[src/rtl/alu_pkg.sv]
// Shared ALU-control definitions: operation codes, decode constants, M-op and FSM types.
package alu_pkg;

    // ALU operation select codes
    localparam logic [3:0] OP_AND = 4'b0000;
    localparam logic [3:0] OP_OR  = 4'b0001;
    localparam logic [3:0] OP_ADD = 4'b0010;
    localparam logic [3:0] OP_SUB = 4'b0011;
    localparam logic [3:0] OP_XOR = 4'b0100;
    localparam logic [3:0] OP_SLL = 4'b0101;
    localparam logic [3:0] OP_SRL = 4'b0110;
    localparam logic [3:0] OP_SRA = 4'b0111;
    localparam logic [3:0] OP_BEQ = 4'b1000;
    localparam logic [3:0] OP_BNE = 4'b1001;
    localparam logic [3:0] OP_SLT = 4'b1010;  // also BLT, JAL, LUI
    localparam logic [3:0] OP_BGE = 4'b1011;

    // ALUOp classes from the main controller
    localparam logic [1:0] ALUOP_MEM    = 2'b00;
    localparam logic [1:0] ALUOP_BRANCH = 2'b01;
    localparam logic [1:0] ALUOP_RTYPE  = 2'b10;
    localparam logic [1:0] ALUOP_JUMP   = 2'b11;

    // Funct7 patterns
    localparam logic [6:0] F7_BASE   = 7'b0000000;
    localparam logic [6:0] F7_ALT    = 7'b0100000;
    localparam logic [6:0] F7_MULDIV = 7'b0000001;

    // RV32M Funct3 selection
    typedef enum logic [2:0] {
        M_MUL    = 3'b000,
        M_MULH   = 3'b001,
        M_MULHSU = 3'b010,
        M_MULHU  = 3'b011,
        M_DIV    = 3'b100,
        M_DIVU   = 3'b101,
        M_REM    = 3'b110,
        M_REMU   = 3'b111
    } md_funct_e;

    // Sequencer states
    typedef enum logic [1:0] {
        ST_IDLE = 2'b00,
        ST_CALC = 2'b01,
        ST_FIN  = 2'b10
    } md_state_e;

endpackage

[src/rtl/muldiv_core.sv]
// Iterative multiply/divide datapath: operand prep, radix-2 step, sign fix-up.
module muldiv_core
    import alu_pkg::*;
#(
    parameter int XLEN = 32
) (
    input  logic            clk,
    input  logic            rst_n,
    input  logic            i_load,
    input  logic            i_step,
    input  logic            i_fin,
    input  logic [2:0]      i_funct,
    input  logic [XLEN-1:0] i_src_a,
    input  logic [XLEN-1:0] i_src_b,
    output logic            o_special,
    output logic [XLEN-1:0] o_result
);

    localparam logic [XLEN-1:0] MIN_V = {1'b1, {(XLEN-1){1'b0}}};

    // Accumulator: multiply = {partial high, multiplier}; divide = {remainder, quotient}
    logic [2*XLEN-1:0] r_acc;
    logic [XLEN-1:0]   r_opnd;     // multiplicand or divisor magnitude
    md_funct_e         r_funct;
    logic              r_neg;      // product / quotient must be negated
    logic              r_neg_rem;  // remainder must be negated (follows dividend)
    logic [XLEN-1:0]   r_result;

    logic              w_is_div;
    logic              w_a_sgn;
    logic              w_b_sgn;
    logic [XLEN-1:0]   w_mag_a;
    logic [XLEN-1:0]   w_mag_b;
    logic              w_div_zero;
    logic              w_div_ovf;
    logic [XLEN:0]     w_sum;
    logic [XLEN:0]     w_shift;
    logic [XLEN:0]     w_diff;
    logic [2*XLEN-1:0] w_step_acc;
    logic [2*XLEN-1:0] w_prod;
    logic [XLEN-1:0]   w_quot;
    logic [XLEN-1:0]   w_rem;
    logic [XLEN-1:0]   w_result;

    // Operand signedness, magnitudes and divide special-case detection
    always_comb begin
        w_is_div   = i_funct[2];
        w_a_sgn    = i_src_a[XLEN-1] & (w_is_div ? ~i_funct[0] : (i_funct[1:0] != 2'b11));
        w_b_sgn    = i_src_b[XLEN-1] & (w_is_div ? ~i_funct[0] : ~i_funct[1]);
        w_mag_a    = w_a_sgn ? -i_src_a : i_src_a;
        w_mag_b    = w_b_sgn ? -i_src_b : i_src_b;
        w_div_zero = (i_src_b == {XLEN{1'b0}});
        w_div_ovf  = ~i_funct[0] & (i_src_a == MIN_V) & (i_src_b == {XLEN{1'b1}});
        o_special  = w_is_div & (w_div_zero | w_div_ovf);
    end

    // One shift-add (multiply) or restoring-subtract (divide) iteration
    always_comb begin
        w_sum   = {1'b0, r_acc[2*XLEN-1:XLEN]} + (r_acc[0] ? {1'b0, r_opnd} : {(XLEN+1){1'b0}});
        w_shift = {r_acc[2*XLEN-1:XLEN], r_acc[XLEN-1]};
        w_diff  = w_shift - {1'b0, r_opnd};
        if (r_funct[2]) begin
            if (!w_diff[XLEN]) begin
                w_step_acc = {w_diff[XLEN-1:0], r_acc[XLEN-2:0], 1'b1};
            end else begin
                w_step_acc = {w_shift[XLEN-1:0], r_acc[XLEN-2:0], 1'b0};
            end
        end else begin
            w_step_acc = {w_sum, r_acc[XLEN-1:1]};
        end
    end

    // Sign correction and result selection
    always_comb begin
        w_prod = r_neg ? -r_acc : r_acc;
        w_quot = r_neg ? -r_acc[XLEN-1:0] : r_acc[XLEN-1:0];
        w_rem  = r_neg_rem ? -r_acc[2*XLEN-1:XLEN] : r_acc[2*XLEN-1:XLEN];
        case (r_funct)
            M_MUL:                      w_result = w_prod[XLEN-1:0];
            M_MULH, M_MULHSU, M_MULHU:  w_result = w_prod[2*XLEN-1:XLEN];
            M_DIV, M_DIVU:              w_result = w_quot;
            M_REM, M_REMU:              w_result = w_rem;
            default:                    w_result = w_quot;
        endcase
    end

    // Datapath registers: load operands, iterate, capture result
    always_ff @(posedge clk or negedge rst_n) begin
        if (!rst_n) begin
            r_acc     <= {(2*XLEN){1'b0}};
            r_opnd    <= {XLEN{1'b0}};
            r_funct   <= M_MUL;
            r_neg     <= 1'b0;
            r_neg_rem <= 1'b0;
            r_result  <= {XLEN{1'b0}};
        end else if (i_load) begin
            r_funct <= md_funct_e'(i_funct);
            if (o_special) begin
                // Final {remainder, quotient} preloaded; no sign fix needed
                r_acc     <= w_div_zero ? {i_src_a, {XLEN{1'b1}}} : {{XLEN{1'b0}}, MIN_V};
                r_opnd    <= {XLEN{1'b0}};
                r_neg     <= 1'b0;
                r_neg_rem <= 1'b0;
            end else if (w_is_div) begin
                r_acc     <= {{XLEN{1'b0}}, w_mag_a};
                r_opnd    <= w_mag_b;
                r_neg     <= w_a_sgn ^ w_b_sgn;
                r_neg_rem <= w_a_sgn;
            end else begin
                r_acc     <= {{XLEN{1'b0}}, w_mag_b};
                r_opnd    <= w_mag_a;
                r_neg     <= w_a_sgn ^ w_b_sgn;
                r_neg_rem <= 1'b0;
            end
        end else if (i_step) begin
            r_acc <= w_step_acc;
        end else if (i_fin) begin
            r_result <= w_result;
        end
    end

    assign o_result = r_result;

endmodule

[src/rtl/alu_muldiv_ctrl.sv]
// ALU controller: base/RV32M decode plus the multiply/divide sequencer FSM.
module alu_muldiv_ctrl
    import alu_pkg::*;
#(
    parameter int XLEN   = 32,
    parameter int MUL_EN = 1,
    parameter int DIV_EN = 1
) (
    input  logic            clk,
    input  logic            rst_n,
    input  logic [1:0]      ALUOp,
    input  logic [6:0]      Funct7,
    input  logic [2:0]      Funct3,
    input  logic            start,
    input  logic            kill,
    input  logic [XLEN-1:0] SrcA,
    input  logic [XLEN-1:0] SrcB,
    output logic [3:0]      Operation,
    output logic            md_op,
    output logic            illegal,
    output logic            busy,
    output logic            done,
    output logic [XLEN-1:0] md_result
);

    localparam int   CNT_W  = $clog2(XLEN);
    localparam logic MUL_OK = (MUL_EN != 0);
    localparam logic DIV_OK = (DIV_EN != 0);

    md_state_e        r_state;
    md_state_e        w_next;
    logic [CNT_W-1:0] r_cnt;
    logic             r_done;
    logic             w_load;
    logic             w_step;
    logic             w_fin;
    logic             w_special;

    // Instruction decode to ALU operation, M-op flag and illegal flag
    always_comb begin
        Operation = OP_ADD;
        md_op     = 1'b0;
        illegal   = 1'b0;
        case (ALUOp)
            ALUOP_MEM:    Operation = OP_ADD;
            ALUOP_BRANCH: begin
                case (Funct3)
                    3'b000:  Operation = OP_BEQ;
                    3'b001:  Operation = OP_BNE;
                    3'b100:  Operation = OP_SLT;
                    3'b101:  Operation = OP_BGE;
                    default: Operation = OP_ADD;
                endcase
            end
            ALUOP_RTYPE: begin
                if (Funct7 == F7_MULDIV) begin
                    Operation = OP_ADD;
                    if (Funct3[2] ? DIV_OK : MUL_OK) begin
                        md_op = 1'b1;
                    end else begin
                        illegal = 1'b1;
                    end
                end else begin
                    case (Funct3)
                        3'b000:  Operation = (Funct7 == F7_ALT) ? OP_SUB : OP_ADD;
                        3'b001:  Operation = OP_SLL;
                        3'b010:  Operation = OP_SLT;
                        3'b100:  Operation = OP_XOR;
                        3'b101:  Operation = (Funct7 == F7_ALT) ? OP_SRA : OP_SRL;
                        3'b110:  Operation = OP_OR;
                        3'b111:  Operation = OP_AND;
                        default: Operation = OP_ADD;
                    endcase
                end
            end
            ALUOP_JUMP:   Operation = OP_SLT;
            default:      Operation = OP_ADD;
        endcase
    end

    // Sequencer next state and datapath strobes; kill wins over everything
    always_comb begin
        w_next = r_state;
        w_load = 1'b0;
        w_step = 1'b0;
        w_fin  = 1'b0;
        case (r_state)
            ST_IDLE: begin
                if (start && md_op && !kill) begin
                    w_load = 1'b1;
                    w_next = w_special ? ST_FIN : ST_CALC;
                end else begin
                    w_next = ST_IDLE;
                end
            end
            ST_CALC: begin
                if (kill) begin
                    w_next = ST_IDLE;
                end else begin
                    w_step = 1'b1;
                    w_next = (r_cnt == {CNT_W{1'b0}}) ? ST_FIN : ST_CALC;
                end
            end
            ST_FIN: begin
                if (kill) begin
                    w_next = ST_IDLE;
                end else begin
                    w_fin  = 1'b1;
                    w_next = ST_IDLE;
                end
            end
            default: w_next = ST_IDLE;
        endcase
    end

    // State, iteration counter and done pulse registers
    always_ff @(posedge clk or negedge rst_n) begin
        if (!rst_n) begin
            r_state <= ST_IDLE;
            r_cnt   <= {CNT_W{1'b0}};
            r_done  <= 1'b0;
        end else begin
            r_state <= w_next;
            r_done  <= w_fin;
            if (w_load) begin
                r_cnt <= CNT_W'(XLEN-1);
            end else if (w_step) begin
                r_cnt <= r_cnt - CNT_W'(1);
            end
        end
    end

    assign busy = (r_state != ST_IDLE);
    assign done = r_done;

    muldiv_core #(
        .XLEN (XLEN)
    ) u_core (
        .clk       (clk),
        .rst_n     (rst_n),
        .i_load    (w_load),
        .i_step    (w_step),
        .i_fin     (w_fin),
        .i_funct   (Funct3),
        .i_src_a   (SrcA),
        .i_src_b   (SrcB),
        .o_special (w_special),
        .o_result  (md_result)
    );

endmodule

[config.mk]
export PLATFORM = sky130hd
export DESIGN_NAME = alu_muldiv_ctrl
export DESIGN_NICKNAME = d
export VERILOG_FILES = /design/src/rtl/alu_pkg.sv /design/src/rtl/muldiv_core.sv /design/src/rtl/alu_muldiv_ctrl.sv
export SDC_FILE = /design/constraint.sdc
export NUM_CORES = 1
export LEC_CHECK = 0
export CORE_MARGIN = 1
export CORE_UTILIZATION = 50
export CTS_BUF_LIST = sky130_fd_sc_hd__clkbuf_4 sky130_fd_sc_hd__clkbuf_8 sky130_fd_sc_hd__clkbuf_16
export DETAILED_ROUTE_END_ITERATION = 8
export MAX_ROUTING_LAYER = met4
export PLACE_DENSITY = 0.7
export SKIP_LAST_GASP = 1
export SLEW_MARGIN = 10
export SYNTH_ARGS = -nofsm -noshare
export SYNTH_HDL_FRONTEND = slang
export SYNTH_SLANG_ARGS = --single-unit
export TNS_END_PERCENT = 50
[constraint.sdc]
create_clock -name clk -period 5.2 [get_ports clk]
set_input_delay 0.52 -clock clk [delete_from_list [all_inputs] [get_ports clk]]
set_output_delay 0.52 -clock clk [all_outputs]
set_load 0.01 [all_outputs]
---- Word-level counts from Yosys, hierarchy flattened ----
Index checks and enable logic that the tools add are counted.
word-level totals
  register bits after elaboration ......... 141
  input bits .............................. 80
  output and inout bits ................... 40
  logic and storage cells ................. 107
operators by class
  add/sub/neg operators ................... 8
  equal/unequal tests ..................... 23
  muxes and demuxes ....................... 41
  bitwise operators ....................... 11
  reduce and logical (&&, ||, !) cells .... 15
operators by type and width
  operator              number
  $mux 64               7
  $mux 32               8
  $neg 32->32           4
  $pmux 32 s4           1
  $eq 32x32->1 const B  2
  $neg 64->64           1
  $add 32x33->33        1
  $sub 33x32->33        1
  $logic_not 32->1      1
  $pmux 4 s4            2
  $pmux 4 s7            1
  $eq 3x3->1 const B    8
  $mux 1                14
  $mux 5                2
  $eq 3x2->1 const B    3
  $mux 2                4
  $eq 7x1->1 const B    1
  $eq 7x6->1 const B    1
  $eq 2x2->1 const B    3
  $eq 3x1->1 const B    2
  $logic_not 3->1       2
  $and 1x1->1           5
  $logic_not 5->1       1
  $sub 5x1->5 const B   1
  14 further kinds      22

---- Depth between registers and ports, before layout ----
Gate-level depths: netlist of the first run.
  word-level depth ........................ 9
  depth in mapped cells ................... 14
  mapped depth without buffers ............ 12

---- Cells and area by module ----
A second synthesis of the first run with hierarchy kept.
unflattened totals
  cells, all modules ...................... 2006
  area total of the unflattened synthesis .. 14810.5 um^2
modules (own cells, without submodules)
  module           times used  cells an instance  area each (um^2)  seq. area each (um^2)
  muldiv_core      1           1941               14216.1           3328.2
  alu_muldiv_ctrl  1           65                 594.3             200.2

---- Worst setup path before layout of the first run ----
OpenSTA, ideal clock, no wires.
  kind .................................... register to register
  from .................................... register u_core.r_acc[46]
  to ...................................... register u_core.r_acc[49]
  library setup time ...................... 134 ps
  arrival time ............................ 3226 ps
  data required time ...................... 5066 ps
  path slack .............................. 1840 ps
  stages on the path, launching flop included .. 13
  path buffers ............................ 2
  period minus slack after synthesis ...... 3360 ps
  path through ............................ dfrtp_1 -> ha_1 -> clkbuf_1 -> a21oi_1 -> o21a_1 -> nor2_1 -> or3_1 -> or2_2 -> a221oi_2 -> buf_4 -> mux2_2 -> a21oi_1 -> o21ai_0
on the way
  cells in the longest elaborated chain, start to end .. 5
  elaborated cells on any way between the ends .. 6
  classes of those cells .................. 2 x add/sub; 4 x mux
RTL lines
  what                    RTL line            source
  start, declared         muldiv_core.sv:22   logic [2*XLEN-1:0] r_acc;
  start signal, assigned  muldiv_core.sv:90   r_acc <= {(2*XLEN){1'b0}};
  start signal, assigned  muldiv_core.sv:100  r_acc <= w_div_zero ? {i_src_a, {XLEN{1'b1}}} : {{XLEN{1'b0}}, MIN_V};
  start signal, assigned  muldiv_core.sv:105  r_acc <= {{XLEN{1'b0}}, w_mag_a};
  $sub 33x32->33          muldiv_core.sv:61   w_diff = w_shift - {1'b0, r_opnd};
  $mux 64                 muldiv_core.sv:63   if (!w_diff[XLEN]) begin
  $mux 64 (*)             muldiv_core.sv:62   if (r_funct[2]) begin
  $mux 64 (*)             muldiv_core.sv:115  end else if (i_step) begin
  $mux 64 (*)             muldiv_core.sv:96   end else if (i_load) begin
Mark *: on every way between the ends. The rest lies on a longest branch, timed or not. The select of a mux whose other input is x is not followed.
A chain may end at the register's enable or synchronous reset.

---- Final worst setup path of the first run ----
  from .................................... register u_core.r_acc[33]
  to ...................................... register u_core.r_result[31], in the netlist u_core.o_result[31]
on the way
  cells in the longest elaborated chain, start to end .. 3
  elaborated cells on any way between the ends .. 5
  classes of those cells .................. 2 x add/sub; 3 x mux
RTL lines
  what                                        RTL line                              source
  $neg 64->64 or $neg 32->32 (tied branches)  muldiv_core.sv:75, muldiv_core.sv:77
  $mux 64 or $mux 32 (tied branches)          muldiv_core.sv:75, muldiv_core.sv:77
  $pmux 32 s4 (*)                             muldiv_core.sv:78                     case (r_funct)
  end signal, assigned                        muldiv_core.sv:95                     r_result <= {XLEN{1'b0}};
  end signal, assigned                        muldiv_core.sv:118                    r_result <= w_result;
  end, declared                               muldiv_core.sv:27                     logic [XLEN-1:0] r_result;
Mark *: on every way between the ends. The rest lies on a longest branch, timed or not.

==> metrics.cfg, run 1 <==
[layout]
area_delta_synth_final_pct = 13.2
layout-drive-gt1-share_pct = 5.67
stdcell_area_sq_um = 16900
num-nets-final = 2201
regArea_sq_um = 3530
diodes = 0
nFillCells = 2766
multi_input_area_sq_um = 10700

[die]
rows = 62
die_area_sq_um = 30600
fp.dieW_um = 175
ioPinCount = 120
coreArea_sq_um = 29100
fp.dieH_um = 175
start_util_pct = 51.4

[logic_synthesis]
synth_warnings = 0
netlist_instances = 2021
ys_top_cells_by_area = dfrtp_1 (24%), o21ai_0 (6.8%), a21oi_1 (6.4%)
synth.yosys.seq_area_share_pct = 23.6
ys_ff_latch = 141
synthesis.nets = 2173
yosys.area.top_type = dfrtp_1
syn-cell-area_sq_um = 15000
async_flop_share_pct = 100
synth_area_per_cell_sq_um = 7.41
synth_edf_count = 0
ys.flop_type = dfrtp_1
synth.distinct_cells = 90
synth_top_area_share_pct = 23.6

[timing]
tightest_slew_ns = 1.13
hold_viol = 0
fin_crit_sh_pct = 79.7
setup_ws_ns = 1.06
skew_ns = 0.0107
setup_viol = 0
final.min_clock_period_ns = 4.14
rsz0062_at_grt = false
maxSlewViolCount = 0
slew-limit-headroom_pct = 24.7
fmax_mhz = 241
setup_tns_ns = 0

[clock_tree]
cts.clk_slew.worst_paths_ns = 0.06
cts.sinks = 141
cts-hold-fix-buffers = 0
cts_tree = done
insertion_delay_ns = 0.45
ctsLongestPathBuffers = 2
postCtsSetupBuffers = 0
cts_buffers = 17
clockRootBuffer = clkbuf_16
cts_htree_levels = 4
cts_resized = 0

[drt]
drt_iter0_markers = 1838
ant_nets = 0
wl_um = 56700
drt-pass1-iter-count = 6
wl_per_cell_um = 23.2
vias = 16059
via_per_inst = 6.57
drc = 0

[critical_path]
r2r_setup_slack_ns = 1.06
critPathKind = reg -> reg
r2r_cells = 9
crit_path_start_kind = register
timing.rr.start = u_core.r_acc[33]
crit_required_ns = 5.52
cp-end-kind = register
path_max_fanout = 9
crit_arrival_ns = 4.46
timing.rr.end = u_core.o_result[31]

[placement]
pre_cts_slack_ns = 0.951
io_buffers = 118
post-dp-hpwl_um = 43600
gp_congestion = 1.01
placed_area_sq_um = 16300

[global_route]
grt_pass1_vias = 15027
grt_pass1_wl_um = 86600
grt_antenna_before_repair = 0
globalRouteTotalUtil_pct = 38.1
grt_overflow = 0
grt_start_max_net_pins = 105

[pwr]
ir_worst_vdd_mv = 0.219
power_leakage_nw = 6.98
powerDensity_nw_per_um2 = 182

[run_status]
status = finished clean

[run]
drv_cap = 0

[hold_path]
hold_class = in -> async

cell type report:
class / count / share of cell area, %
multi-input cells: 1675 / 62.9
flip-flops and latches: 141 / 20.8
repair buffers: 149 / 8.40
well taps: 384 / 2.84
clock buffers: 17 / 2.51
inverters: 65 / 1.44
clock inverters: 15 / 1.10
through the flow:
step	util, %	hold slack (ns)	instances	power, mW
6_report	58.2	0.175	2446	3.08
5_1_grt	58.2	0.273	2446	3.18
4_1_cts	58.2	0.233	2445	3.07
3_5_place_dp	56.1	0.470	2413	1.77
3_3_place_gp	56.1	0.461	2413	1.76
2_1_floorplan	-	0.224	2021	1.52
cells in the mapped netlist (22+ instances only):
cell / number
a211oi_1: 30
a21oi_1: 191
clkbuf_1: 116
dfrtp_1: 141
ha_1: 70
inv_1: 64
mux2i_1: 48
nand2_1: 209
nand2b_1: 22
nand3_1: 33
nand4_1: 25
nor2_1: 210
nor3_1: 32
o21ai_0: 203
o22ai_1: 28
o31ai_1: 27
or3_1: 27
xnor2_1: 99
xor2_1: 94
where the power goes:
group | internal (mW) | switching, mW | leakage, nW | total (mW)
Combinational | 0.231 | 0.368 | 4.89 | 0.599
Clock | 0.762 | 0.547 | 0.293 | 1.31
Sequential | 1.12 | 0.0495 | 1.79 | 1.17
Total | 2.11 | 0.965 | 6.98 | 3.08
critical path, stage by stage, from the launching register on:
cell and delay (ns):
dfrtp_1 0.56, nor3_1 0.66, nand4_1 0.32, or4b_4 0.62
or3_1 0.42, nor4_1 0.87, a21oi_1 0.08, a21oi_1 0.19
xor2_1 0.20, o31ai_1 0.08
kinds of logic (layout without fill, tap and decap cells):
| kind of cell | after synthesis | after routing | synth area share, % |
|---|---|---|---|
| xor gates and xnor gates | 193 | 193 | 11.3 |
| DFF | 141 | 141 | 23.6 |
| adders and majority gates | 72 | 72 | 6.12 |
| buffers and inverters | 205 | 246 | 5.39 |
| and+or+nand+nor | 670 | 670 | 21.4 |
| other | 1 | 1 | 0.0251 |
| muxes | 62 | 62 | 4.26 |
| AOI/OAI and AO/OA | 677 | 677 | 27.9 |
sequential cells by signal (all words and copies together), names as in the netlist:
signal,cells
u_core.r_funct,3
u_core.r_neg,1
u_core.r_neg_rem,1
u_core.r_opnd,32
r_cnt,5
r_state,2
u_core.r_acc,64
done,1
u_core.o_result,32
metal layers:
layer	track usage, %	up-vias	share of wire (%)
li1	-	7410	-
met2	58.2	910	44
met3	6.90	132	9.8
met1	49.9	7607	42
met5	-	-	0
met4	14.5	0	3.7
worst max-delay path by stage:
stage               depth (start not counted)        startpoint                   to  slack (ns)
floorplan                                  12  u_core.r_acc[46]     u_core.r_acc[49]        1.84
global placement                            9          SrcB[19]     u_core.r_acc[34]        0.97
detailed placement                         11          SrcB[19]     u_core.r_acc[47]        0.95
CTS                                        13   u_core.r_acc[0]     u_core.r_acc[59]        1.24
global route                               13   u_core.r_acc[0]     u_core.r_acc[59]        0.91
finish                                      9  u_core.r_acc[33]  u_core.o_result[31]        1.06
placed cells by master, fill, tap and decap left out, drive strengths merged, types with 17 or more instances in the layout:
| master | synthesis | routed |
|---|---|---|
| nor4 | 20 | 20 |
| clkbuf | 117 | 17 |
| a211oi | 30 | 30 |
| inv | 64 | 69 |
| ha | 70 | 70 |
| nor2 | 212 | 212 |
| mux2i | 48 | 48 |
| or3 | 28 | 28 |
| o21ai | 221 | 221 |
| o211ai | 20 | 20 |
| dfrtp | 141 | 141 |
| o22ai | 28 | 28 |
| o31ai | 27 | 27 |
| a21oi | 192 | 192 |
| or4 | 19 | 19 |
| nand4 | 25 | 25 |
| xor2 | 94 | 94 |
| xnor2 | 99 | 99 |
| nor3 | 36 | 36 |
| buf | 23 | 33 |
| nand2 | 210 | 210 |
| nand3 | 33 | 33 |
| nand2b | 22 | 22 |
| clkdlybuf4s50 | 0 | 116 |
(Power assumes the default switching activity.)
==> inputs of run 2 (changes only) <==
- PLACE_DENSITY: 0.7 -> 0.73
- clock period: 5.2 -> 3.4 ns (I/O delays scaled with it)
==> metrics.cfg, run 2 (synthesized netlist as in run 1, its figures left out) <==
[timing]
rsz0062_at_grt = true
maxSlewViolCount = 0
skew_ns = 0.0156
hold_viol = 0
fin_crit_sh_pct = 99.7
final.min_clock_period_ns = 3.39
setup_ws_ns = 0.0104
slew-limit-headroom_pct = 25.6
tightest_slew_ns = 1.11
setup_viol = 0
fmax_mhz = 295

[pwr]
ir_worst_vdd_mv = 0.341
powerDensity_nw_per_um2 = 244
power_leakage_nw = 8.45

[placement]
gp_congestion = 1.05
placedCellCount = 2699
io_buffers = 118
post-dp-hpwl_um = 50100
pre_cts_slack_ns = -0.277

[critical_path]
path_max_fanout = 13
crit_required_ns = 3.73
crit_arrival_ns = 3.71
cp-end-kind = register
crit_path_start_kind = register
critPathKind = reg -> reg

[die]
ioPinCount = 120
fp.dieH_um = 175
die_area_sq_um = 30600
fp.dieW_um = 175
coreArea_sq_um = 29100
rows = 62
start_util_pct = 51.4

[drt]
drc = 0
wl_per_cell_um = 23.2
via_per_inst = 6.38
drt_iter0_markers = 2279
vias = 17485
ant_nets = 0
wl_um = 63500
drt-pass1-iter-count = 6

[clock_tree]
cts.clk_slew.worst_paths_ns = 0.07
cts_buffers = 17
cts_htree_levels = 4
clockRootBuffer = clkbuf_16
cts.sinks = 141
ctsLongestPathBuffers = 2
insertion_delay_ns = 0.46
cts_tree = done

[global_route]
grt_pass1_vias = 16506
grt_overflow = 0
grt_antenna_before_repair = 1
grt_start_max_net_pins = 76
globalRouteTotalUtil_pct = 42.1
grt_pass1_wl_um = 95400

[layout]
layout-drive-gt1-share_pct = 18.7
final_cell_mix = buf_4 (311), nand2_1 (209), nor2_1 (208)
area_delta_synth_final_pct = 29.3
layout.cells.non_filler = 2739
largest_reg_flops = 64
num-nets-final = 2494
regMostFlops = u_core.r_acc
final_common_cell = buf_4
diodes = 0

[run_status]
status = finished clean

[run]
drv_cap = 0

[hold_path]
hold_class = in -> async

==> run 2: cell types whose count changed in the layout (fill, tap and decap cells not counted), sizes merged <==
cell         delta
buf           +290
clkinvlp        +3
bufinv          -3
inv             -3
clkbuf          +4
dlygate4sd3     +1
clkinv          +1
==> run 2: metal layers <==
metal,routed length [um],track usage (%),vias up
met5,0,-,-
met4,2770,17.1,0
met2,27500,63.0,1026
met1,26500,56.0,8298
met3,6820,7.59,176
li1,-,-,7985
==> run 2: through the flow <==
stage               power, mW  util (%)  instance area (sq um)  hold WS (ns)  setup TNS [ns]
CTS                      4.66      65.7                  19100         0.482         -0.0193
global route             4.87      66.5                  19400         0.500          -0.589
global placement         2.87      63.7                  18500         0.408           -2.96
finish                   4.73      66.5                  19400         0.477               0
detailed placement       2.88      63.7                  18500         0.415           -6.63
floorplan                2.33         -                  15000        0.0444               0
==> run 2: final timing paths <==
path,slack [ns],to,cells after the start,startpoint
worst max-delay path,0.01,u_core.r_acc[34],17,u_core.r_acc[31]
worst min-delay path,0.48,u_core.o_result[4],2,rst_n
worst max register to register,0.01,u_core.r_acc[34],17,u_core.r_acc[31]
worst min register to register,0.48,u_core.o_result[10],2,u_core.o_result[10]
max in group asynchronous,1.97,u_core.r_acc[57],3,rst_n
min in group clk,0.48,u_core.o_result[10],2,u_core.o_result[10]
==> run 2: cell type report <==
| cell class | instances | area (sq um) |
|---|---|---|
| clock buffer | 19 | 447 |
| clock inverter | 13 | 95.1 |
| fill | 2570 | 9730 |
| inverter | 65 | 244 |
| multi-input combinational | 1675 | 10800 |
| sequential | 141 | 3530 |
| tap | 384 | 480 |
| timing repair buffer | 442 | 3750 |
==> run 2: critical path: stages (launching register included) <==
cell and delay (ns):
dfrtp_1 0.39, inv_2 0.08, ha_4 0.14, fa_2 0.24
nand2b_4 0.14, a21oi_2 0.06, o211ai_1 0.40, a21oi_1 0.13
buf_4 0.17, or2_2 0.31, a221oi_4 0.30, buf_6 0.15
buf_6 0.11, clkbuf_16 0.18, buf_4 0.12, nor2_1 0.03
a31oi_1 0.21, a211oi_1 0.11
==> run 2: repair_timing <==
action | 4_1_cts | 5_1_grt
setup endpoints to repair | 4 | 41
cloned | 0 | 2
hold buffers | 1 | 0
gates resized for setup | 1 | 45
buffers inserted | 0 | 6
pin swaps | 1 | 13
endpoints found under the hold margin | 72 | 0
==> run 2: power breakdown <==
group	internal [mW]	switching (mW)	leakage, nW
Sequential	1.71	0.0295	1.79
Combinational	0.492	0.679	6.41
Clock	0.961	0.856	0.251
==> inputs of run 3 (changes only) <==
- ABC_AREA: unset -> 1
- HOLD_SLACK_MARGIN: unset -> 0.12
- PLACE_DENSITY: 0.73 -> 0.72
==> metrics.cfg, run 3 <==
[critical_path]
cp-end-kind = register
crit_arrival_ns = 3.53
crit_path_start_kind = register
cpLargestDelayFamily = simple AND/OR/NAND/NOR gates
path_max_fanout = 8
timing.rr.start = u_core.r_acc[31]
max_stage_delay_ns = 0.45
crit_path_frequent_cell = nand2_2
crit_required_ns = 3.74
crit_path_start = u_core.r_acc[31]
critPathKind = reg -> reg
r2r_cells = 17
cpMaxStageDelayCell = dfrtp_2
cp.depth = 17
r2r_setup_slack_ns = 0.22
critPathBufInv = 2
crit_chain = inv_1 -> ha_1 -> fa_1 -> inv_1 -> nand3_1 -> nand2_2 -> nand2_1 -> nand2_2 -> nand2_1 -> nand2_2 -> nand2_2 -> nand2_1 -> nand2_1 -> nand2_4 -> nand2_2 -> o211ai_1 -> a21oi_2

[layout]
largest_reg_flops = 64
layout.cells.non_filler = 3777
num-nets-final = 3453
layout-drive-gt1-share_pct = 6.00
final_common_cell = nand2_1
area_delta_synth_final_pct = 14.0
stdcell_area_sq_um = 20600
regMostFlops = u_core.r_acc
final_cell_mix = nand2_1 (951), inv_1 (460), nor2_1 (334)
post-route-util_pct = 57.8
nFillCells = 3605

[timing]
skew_ns = 0.0194
fin_crit_sh_pct = 93.6
rsz0062_at_grt = false
fmax_mhz = 314
hold_ws_ns = 0.493
setup_viol = 0
hold_viol = 0
slew-limit-headroom_pct = 29.5
final.min_clock_period_ns = 3.18
setup_tns_ns = 0
tightest_slew_ns = 1.06
maxSlewViolCount = 0
setup_ws_ns = 0.219

[logic_synthesis]
synth_top_area_share_pct = 19.9
synthesis.nets = 3349
synth.distinct_cells = 56
synth_edf_count = 0
ys_top_cells_by_area = nand2_1 (20%), dfrtp_1 (20%), inv_1 (9.6%)
ys_ff_latch = 141
synth_warnings = 0
ys.flop_type = dfrtp_1
syn-cell-area_sq_um = 18000
synth_area_per_cell_sq_um = 5.64
synth.yosys.seq_area_share_pct = 19.6
async_flop_share_pct = 100
netlist_instances = 3197
yosys.area.top_type = nand2_1
netlist_top_cells_count = nand2_1 (955), inv_1 (460), nor2_1 (335)
synth_most_common_cell = nand2_1

[pwr]
combinationalPowerShare_pct = 46.7
powerDensity_nw_per_um2 = 371
switching_share_pct = 47.4
p_switching_mw = 3.61
p_total_mw = 7.63
seqPwrFrac_pct = 26.6
clockPowerShare_pct = 26.7
intPower_mw = 4.01
ir_worst_vdd_mv = 0.406
power_leakage_nw = 10.6

[die]
fp.dieH_um = 192
ioPinCount = 120
fp.dieW_um = 192
die_area_sq_um = 36800
rows = 69
start_util_pct = 50.7
coreArea_sq_um = 35600

[clock_tree]
cts_tree = done
postCtsSetupBuffers = 0
cts.sinks = 141
ctsLongestPathBuffers = 2
insertion_delay_ns = 0.47
cts_buffers = 17
clockRootBuffer = clkbuf_16
cts_htree_levels = 4
cts.clk_slew.worst_paths_ns = 0.07

[placement]
placedCellCount = 3742
gp_congestion = 1.15
pre_cts_slack_ns = -0.141
post-dp-hpwl_um = 68300
placed_area_sq_um = 19900
io_buffers = 118

[run_status]
status = finished clean

[drt]
vias = 23191
wl_um = 85700
via_per_inst = 6.14
drc = 0
drt-pass1-iter-count = 7
ant_nets = 0
drt_iter0_markers = 3191
wl_per_cell_um = 22.7

[hold_path]
hold_class = in -> async

[global_route]
globalRouteTotalUtil_pct = 47.9
grt_overflow = 0
grt_pass1_wl_um = 127000
grt_antenna_before_repair = 3
grt_pass1_vias = 21441
grt_start_max_net_pins = 98

[run]
drv_cap = 0

[run 3: power by group through the flow]
stage	registers [mW]	clock network (mW)	logic [mW]
after global placement	2.04	0	3.39
after CTS	2.02	2.03	3.43
after floorplan	1.98	0	2.17
after global routing	2.03	2.09	3.86
final	2.03	2.03	3.56
after detailed placement	2.05	0	3.41
[run 3: repair_timing]
item | in CTS | in global routing
hold endpoints to repair | 79 | 0
resized for setup | 1 | 3
hold buffers | 1 | 0
setup endpoints to repair | 3 | 14
pin swaps | 0 | 0
[run 3: cell type report]
cell class	count	area (sq um)	share of cell area [%]
well taps	461	577	2.81
multi-input cells	2470	12300	59.6
inverters	473	1780	8.64
clock buffers	17	425	2.07
diodes	2	5.00	0.0243
clock inverters	15	171	0.834
flip-flops and latches	141	3530	17.2
repair buffers	198	1820	8.84
[run 3: metal layers]
layer  up-vias  GRT usage [%]  wire length (um)
li1      10496              -                 -
met1     10682           60.5             33800
met2      1637           68.3             35300
met3       376           13.6             10900
met4         0           26.4              5650
met5         -              -                 0
[run 3: worst paths after layout]
check | end
max | u_core.r_acc[44]
min | u_core.r_acc[56]
max reg2reg | u_core.r_acc[44]
min reg2reg | u_core.o_result[3]
max in group asynchronous | u_core.r_opnd[19]
min in group clk | u_core.o_result[3]
[run 3: worst register-to-register path, delay by kind of cell, from the launching register on]
family,cells,cell delay [ns]
compound gates,2,0.43
fa+ha+maj,2,0.64
buf+inv,2,0.25
flops,1,0.45
simple gates,11,1.29
[run 3: kinds of logic (layout without fill, tap and decap cells)]
group	count (synthesis)	in the layout	share of synthesized area, %
xor+xnor	95	95	4.61
mux	2	2	0.111
other cells	1	3	0.0208
compound gates	557	557	17.0
fa+ha+maj	72	72	5.08
simple gates	1743	1743	41.0
flops	141	141	19.6
buf+inv	586	703	12.6
